<file path="src/rtl/fetch_queue.sv">
// Instruction fetch queue: issues sequential word fetches, buffers in-order responses
// as {pc, inst} entries, and flushes/discards outstanding fetches on a redirect.
module fetch_queue #(
    parameter int                    ADDR_WIDTH      = 32,
    parameter int                    INST_WIDTH      = 32,
    parameter int                    DEPTH           = 4,
    parameter logic [ADDR_WIDTH-1:0] INST_START_ADDR = '0
) (
    input  logic                        clk,
    input  logic                        reset,
    output logic                        mem_req_valid,
    input  logic                        mem_req_ready,
    output logic [ADDR_WIDTH-1:0]       mem_req_addr,
    input  logic                        mem_rsp_valid,
    input  logic [INST_WIDTH-1:0]       mem_rsp_data,
    output logic                        out_valid,
    input  logic                        out_ready,
    output logic [INST_WIDTH-1:0]       out_inst,
    output logic [ADDR_WIDTH-1:0]       out_pc,
    input  logic                        redirect_en,
    input  logic [ADDR_WIDTH-1:0]       redirect_addr,
    output logic [$clog2(DEPTH):0]      count
);
    localparam int PTR_W = $clog2(DEPTH);
    localparam int CNT_W = PTR_W + 1;
    localparam int OCC_W = CNT_W + 1;
    localparam logic [INST_WIDTH-1:0] NOP_INST = INST_WIDTH'(32'h0000_0013);

    logic [ADDR_WIDTH-1:0] fetch_pc_q, fetch_pc_d;
    logic [CNT_W-1:0]      count_q, count_d;
    logic [CNT_W-1:0]      inflight_q, inflight_d;
    logic [CNT_W-1:0]      discard_q, discard_d;
    logic [PTR_W-1:0]      head_q, head_d;
    logic [PTR_W-1:0]      tail_q, tail_d;
    logic                  active_q, active_d;
    logic [ADDR_WIDTH-1:0] pc_mem_q [DEPTH];
    logic [ADDR_WIDTH-1:0] pc_mem_d [DEPTH];
    logic [INST_WIDTH-1:0] inst_mem_q [DEPTH];
    logic [INST_WIDTH-1:0] inst_mem_d [DEPTH];

    logic [OCC_W-1:0]      occupancy;
    logic [PTR_W-1:0]      res_ptr;
    logic                  accept;
    logic                  rsp_drop;
    logic                  rsp_kept;
    logic                  push;
    logic                  pop;
    logic                  redirect_lsb_unused;

    assign redirect_lsb_unused = ^redirect_addr[1:0];

    // Every outstanding fetch (kept or to-be-discarded) holds a slot, so a response always fits.
    always_comb begin
        occupancy     = {1'b0, count_q} + {1'b0, inflight_q} + {1'b0, discard_q};
        mem_req_valid = active_q && !redirect_en && (occupancy < OCC_W'(DEPTH));
        mem_req_addr  = fetch_pc_q;
        accept        = mem_req_valid && mem_req_ready;
        rsp_drop      = (discard_q != '0);
        rsp_kept      = mem_rsp_valid && !rsp_drop;
        push          = rsp_kept && !redirect_en;
        out_valid     = (count_q != '0);
        pop           = out_valid && out_ready;
        res_ptr       = tail_q + inflight_q[PTR_W-1:0];
        count         = count_q;
        out_inst      = out_valid ? inst_mem_q[head_q] : NOP_INST;
        out_pc        = out_valid ? pc_mem_q[head_q] : fetch_pc_q;
    end

    // The pc is parked in the slot its response will later land in (tail + kept in-flight).
    always_comb begin
        pc_mem_d   = pc_mem_q;
        inst_mem_d = inst_mem_q;
        if (accept) begin
            pc_mem_d[res_ptr] = fetch_pc_q;
        end
        if (push) begin
            inst_mem_d[tail_q] = mem_rsp_data;
        end
    end

    always_comb begin
        fetch_pc_d = fetch_pc_q;
        count_d    = count_q;
        inflight_d = inflight_q;
        discard_d  = discard_q;
        head_d     = head_q;
        tail_d     = tail_q;
        active_d   = 1'b1;
        if (redirect_en) begin
            // All outstanding fetches become discards; a response this cycle retires one of them.
            fetch_pc_d = {redirect_addr[ADDR_WIDTH-1:2], 2'b00};
            count_d    = '0;
            inflight_d = '0;
            head_d     = '0;
            tail_d     = '0;
            discard_d  = discard_q + inflight_q - CNT_W'(mem_rsp_valid);
        end else begin
            if (accept) begin
                fetch_pc_d = fetch_pc_q + ADDR_WIDTH'(4);
            end
            if (mem_rsp_valid && rsp_drop) begin
                discard_d = discard_q - CNT_W'(1);
            end
            inflight_d = inflight_q + CNT_W'(accept) - CNT_W'(rsp_kept);
            if (push) begin
                tail_d = tail_q + PTR_W'(1);
            end
            if (pop) begin
                head_d = head_q + PTR_W'(1);
            end
            count_d = count_q + CNT_W'(push) - CNT_W'(pop);
        end
    end

    always_ff @(posedge clk) begin
        if (!reset) begin
            fetch_pc_q <= INST_START_ADDR;
            count_q    <= '0;
            inflight_q <= '0;
            discard_q  <= '0;
            head_q     <= '0;
            tail_q     <= '0;
            active_q   <= 1'b0;
        end else begin
            fetch_pc_q <= fetch_pc_d;
            count_q    <= count_d;
            inflight_q <= inflight_d;
            discard_q  <= discard_d;
            head_q     <= head_d;
            tail_q     <= tail_d;
            active_q   <= active_d;
        end
    end

    always_ff @(posedge clk) begin
        pc_mem_q   <= pc_mem_d;
        inst_mem_q <= inst_mem_d;
    end

endmodule

</file>
<file path="config.mk">
export PLATFORM = sky130hd
export DESIGN_NAME = fetch_queue
export DESIGN_NICKNAME = d
export VERILOG_FILES = /design/src/rtl/fetch_queue.sv
export SDC_FILE = /design/constraint.sdc
export NUM_CORES = 1
export LEC_CHECK = 0
export CORE_ASPECT_RATIO = 1.25
export CORE_MARGIN = 2
export CORE_UTILIZATION = 44
export CTS_CLUSTER_DIAMETER = 200
export DETAILED_ROUTE_END_ITERATION = 8
export HOLD_SLACK_MARGIN = 0.02
export PLACE_DENSITY = 0.7
export SKIP_LAST_GASP = 1
export SYNTH_ARGS = -nofsm -noshare
export SYNTH_HDL_FRONTEND = slang
export SYNTH_SLANG_ARGS = --single-unit
</file>
<file path="constraint.sdc">
create_clock -name clk -period 4.9 [get_ports clk]
set_input_delay 1.47 -clock clk [delete_from_list [all_inputs] [get_ports clk]]
set_output_delay 1.47 -clock clk [all_outputs]
set_load 0.05 [all_outputs]
</file>
# --- Word-level counts from Yosys, hierarchy flattened ---
# Cells that the tools add are included.
totals:
  input_bits: 70
  elab_cells: 74
  register_bits: 302
classes:
  n_bitwise: 4
  reduce_logical: 16
  addsub: 13
  n_lt_le_gt_ge: 6
  n_mux: 19
op_table:
  columns: ["operator", "count"]
  rows:
  - ["$mux 32", 10]
  - ["$bwmux 128", 2]
  - ["$bmux 32 s2", 2]
  - ["$demux 32 s2", 2]
  - ["$add 32x3->32 const B", 1]
  - ["$ge 3x3->1 const B", 3]
  - ["$logic_and 1x1->1", 9]
  - ["$not 2->3", 3]
  - ["$sub 3x1->3", 3]
  - ["$add 3x1->3", 2]
  - ["$lt 3x1->1 const B", 2]
  - ["$mux 3", 2]
  - ["$reduce_bool 3->1", 2]
  - ["$add 2x1->2 const B", 2]
  - ["$add 3x3->4", 1]
  - ["$add 4x3->4", 1]
  - ["$lt 4x3->1 const B", 1]
  - ["$reduce_bool 2->1", 2]
  - ["$add 3x3->3", 1]
  - ["$sub 3x1->3 const B", 1]
  - ["$add 2x2->2", 1]
  - ["$logic_not 1->1", 2]
  - ["$reduce_or 2->1", 1]
  - ["$mux 1", 1]
  - ["$not 1->1", 1]

# --- Longest topological paths before layout ---
depth:
  depth_word: 7
  ltp_mapped: 18
  depth_no_buf: 15

# --- Least setup slack after synthesis ---
# OpenSTA, ideal clock, no wires.
synth_timing:
  kind: "register to register"
  startpoint: "register count_q[1], in the netlist count[1]"
  endpoint: "register pc_mem_q[100] in the netlist's numbering, enable pin"
  setup_slack_ns: -0.653
  setup_ns: 0.455
  path_stages_with_launch: 12
  required_time_ns: 4.445
  synth_period_minus_slack_ns: 5.553
  path_buffers: 3
  t_arrival_ns: 5.099
  path_cell_list: "dfxtp_1 > inv_1 > fa_1 > or2_2 > fa_1 > xor2_1 > and4_1 > buf_2 > inv_1 > buf_2 > buf_2 > nor3_1"
synth_between:
  elab_chain_cells: 5
synth_rtl:
  columns: ["item", "line_no", "source"]
  rows:
  - ["from (decl)", "30", "logic [CNT_W-1:0] count_q, count_d;"]
  - ["from (signal assigned)", "126", "count_q <= count_d;"]
  - ["$add 3x3->4", "54", "occupancy = {1'b0, count_q} + {1'b0, inflight_q} + {1'b0, discard_q};"]
  - ["$add 4x3->4", "54", null]
  - ["$lt 4x3->1", "55", "mem_req_valid = active_q && !redirect_en && (occupancy < OCC_W'(DEPTH));"]
  - ["$logic_and 1x1->1", "55", null]
  - ["$logic_and 1x1->1", "57", "accept = mem_req_valid && mem_req_ready;"]
  - ["to (signal assigned)", "136", "pc_mem_q <= pc_mem_d;"]
  - ["to (decl)", "36", "logic [ADDR_WIDTH-1:0] pc_mem_q [DEPTH];"]
# Every way passes these cells.
# A chain may end at the register's enable or synchronous reset.

# --- Final worst setup path ---
layout_timing:
  startpoint: "register count_q[2], in the netlist count[2]"
  endpoint: "output out_inst[19]"
layout_between:
  elab_chain_cells: 2
layout_rtl:
  columns: ["item", "line_no", "source"]
  rows:
  - ["$reduce_bool 3->1", "61", "out_valid = (count_q != '0);"]
  - ["$mux 32", "65", "out_inst = out_valid ? inst_mem_q[head_q] : NOP_INST;"]
  - ["to (decl)", "18", "output logic [INST_WIDTH-1:0] out_inst,"]
# Every way passes these cells.

==> flow_summary.toml <==
[synth]
seq_area_frac_synth_pct = 67.48
yosys-top-cells-area = "edfxtp_1 60%, mux4_2 11%, dfxtp_1 7.1%, nand2_1 3.2%, and2_1 1.8%"
synth_ff_type = "edfxtp_1"
ys_types = 49
yosysMostFrequentCell = "edfxtp_1"
ys_top_cells_by_count = "248 x edfxtp_1, 104 x nand2_1, 62 x mux4_2"
synth_warnings = 0
yosysTopAreaCell = "edfxtp_1"
ys_seq_elements = 292
synth_cells = 807
synth_edf_count = 248
syn_area_per_cell_um2 = 15.29
synth_top_area_share_pct = 60.35
synth_area_um2 = 12340
async_flop_share_pct = 0

[die]
die_w_um = 153.8
core_um2 = 27570
io_pins = 171
dieHeight_um = 191.2
std_cell_rows = 68
die_area_um2 = 29410
initial_core_util_pct = 44.77

[sta]
relSlewSlack_pct = 21.05
hold_violations = 0
period_needed_ps = 4510
rsz0062_at_grt = "false"
fin_tns_setup_ps = 0
fin_ws_ps = 390.4
timing.final.crit_share_pct = 92.03
finalSetupViolCount = 0
worst_pin_slew_ps = 1183
max_freq_mhz = 221.7
skew_ps = 16.26
maxSlewViolCount = 0

[layout]
fill_cells = 2249
area_growth_pct = 24.59
drive_above_1_share_pct = 14.94
fin_nets = 1067
diodes = 0

[cts]
cts.path.max_buffers = 3
cts_tree = "yes"
post-cts-setup-buffer-count = 0
clkLatencyLatePin_ps = 540
root_buffer = "clkbuf_16"
cts_buffers = 28
cts.clk_slew.worst_paths_ps = 60
hold_buffers = 0
h-tree-depth = 1
clkSinkCount = 292
ctsResizeCount = 0

[route]
drc_errors = 0
postRouteAntennaNets = 0
via_per_inst = 5.497
drt_iter0_markers = 642
vias = 7404
routed_wl_mm = 27.44
wire_per_inst_um = 20.37
dr.pass1.iters = 5

[grt]
track_usage_pct = 18.55
grt_antenna_before_repair = 0
grt_max_degree = 51
grt_pass1_wl_mm = 42.24
grt_pass1_vias = 7397
grt_remaining_overflow = 0

[pwr]
combPwrFrac_pct = 20.2
clock_power_share_pct = 33.8
ir_drop_mv = 0.2170
switching_share_pct = 28.16
seqPwrFrac_pct = 46.1
power_leakage_nw = 5.107
p_switching_mw = 1.784
p_int_mw = 4.552
power-per-cell-area_nw_per_um2 = 412.2

[hold_path]
hold_path_class = "register to register"

[critical_path]
cp-start-kind = "register"
arrival_ps = 3040
path_class = "register to output pin"
path_max_fanout = 46
end_kind = "output pin"
worstPathRequired_ps = 3430

[placement]
hpwl_mm = 17.71
gp_congestion = 0.8017
io_buffers = 164
preCtsSetupSlack_ps = 874.7

[run_status]
status = "complete, no violations"

[run]
drv_cap = 0
state kept, by name, indices dropped and copies added, names as in the netlist:
name / cells
inst_mem_q: 128
pc_mem_q: 120
mem_req_addr: 30
count: 3
discard_q: 3
inflight_q: 3
head_q: 2
tail_q: 2
active_q: 1
cells in the final DEF, fill, tap and decap left out, types with 4 or more instances in the layout:
cell type,n
and4_1,4
a31oi_1,7
clkbuf_16,28
xor2_1,6
nand4_1,14
nand3_1,16
ha_1,16
mux4_2,62
edfxtp_1,248
dfxtp_1,42
and3_1,8
a21oi_1,27
conb_1,4
and2_2,4
xnor2_1,15
mux2_2,4
buf_12,4
nor3_1,6
inv_1,24
clkdlybuf4s50_1,163
and2_1,31
o22ai_1,4
o211ai_1,4
a32oi_1,5
nor2_1,24
clkbuf_1,10
or2_2,4
fa_1,6
a22oi_1,7
buf_4,19
o21ai_0,16
nor2b_1,7
nand2_1,104
power by group through the flow:
stage | Sequential, mW | Combinational, mW | Clock (mW)
floorplan | 3.00 | 0.785 | 0
global placement | 2.96 | 1.28 | 0
detailed placement | 2.97 | 1.29 | 0
CTS | 2.92 | 1.29 | 2.19
global route | 2.93 | 1.37 | 2.28
finish | 2.92 | 1.28 | 2.14
worst max-delay path: stages (launching register included):
cell and delay (ps):
dfxtp_1 450, nor3_2 80, inv_2 690, buf_4 340, and2_1 150, clkdlybuf4s50_1 790
per-layer routing:
layer	GRT usage (%)	routed length, µm	part of all wire (%)	up-vias
li1	-	-	-	3397
met1	25.62	11650	42	3689
met2	31.03	13590	50	287
met3	3.083	1764	6.4	31
met4	4.517	433	1.6	0
met5	0	0	0	-
path summary, 6_finish.rpt:
kind	start	endpoint	slack (ps)	cells after the start
min	mem_req_addr[9]$_SDFFE_PN0P_	mem_req_addr[9]$_SDFFE_PN0P_	590	2
max	count[2]$_SDFF_PP0_	out_inst[19]	390	5
min reg2reg	mem_req_addr[9]$_SDFFE_PN0P_	mem_req_addr[9]$_SDFFE_PN0P_	590	2
max reg2reg	inflight_q[1]$_SDFF_PP0_	pc_mem_q[77]$_DFFE_PP_	1190	10
final cells by class:
type	count	area, µm²	area share [%]
sequential	292	8335	54.22
multi-input combinational	442	3731	24.27
timing repair buffer	186	1854	12.06
clock buffer	40	765.7	4.980
tap	350	437.9	2.848
clock inverter	12	156.4	1.017
inverter	25	93.84	0.6104
stage by stage:
stage / area, µm² / total power, mW / utilization, % / hold slack (ps) / instances
4_1_cts: 15370 / 6.401 / 55.77 / 595.0 / 1347
3_3_place_gp: 14450 / 4.242 / 52.43 / 573.3 / 1295
2_1_floorplan: 12350 / 3.790 / - / 547.6 / 810
5_1_grt: 15370 / 6.583 / 55.77 / 622.9 / 1347
3_5_place_dp: 14450 / 4.260 / 52.43 / 581.8 / 1295
6_report: 15370 / 6.337 / 55.77 / 593.5 / 1347
kinds of logic after synthesis:
| group | after synthesis | synth area share, % |
|---|---|---|
| adders and majority gates | 22 | 2.596 |
| xor gates and xnor gates | 21 | 1.490 |
| DFF | 292 | 67.48 |
| and+or+nand+nor | 245 | 9.814 |
| buffers and inverters | 76 | 2.575 |
| AOI/OAI and AO/OA | 81 | 4.086 |
| other | 1 | 0.03039 |
| muxes | 69 | 11.92 |
Note: power is estimated with default switching activity, not from simulation.
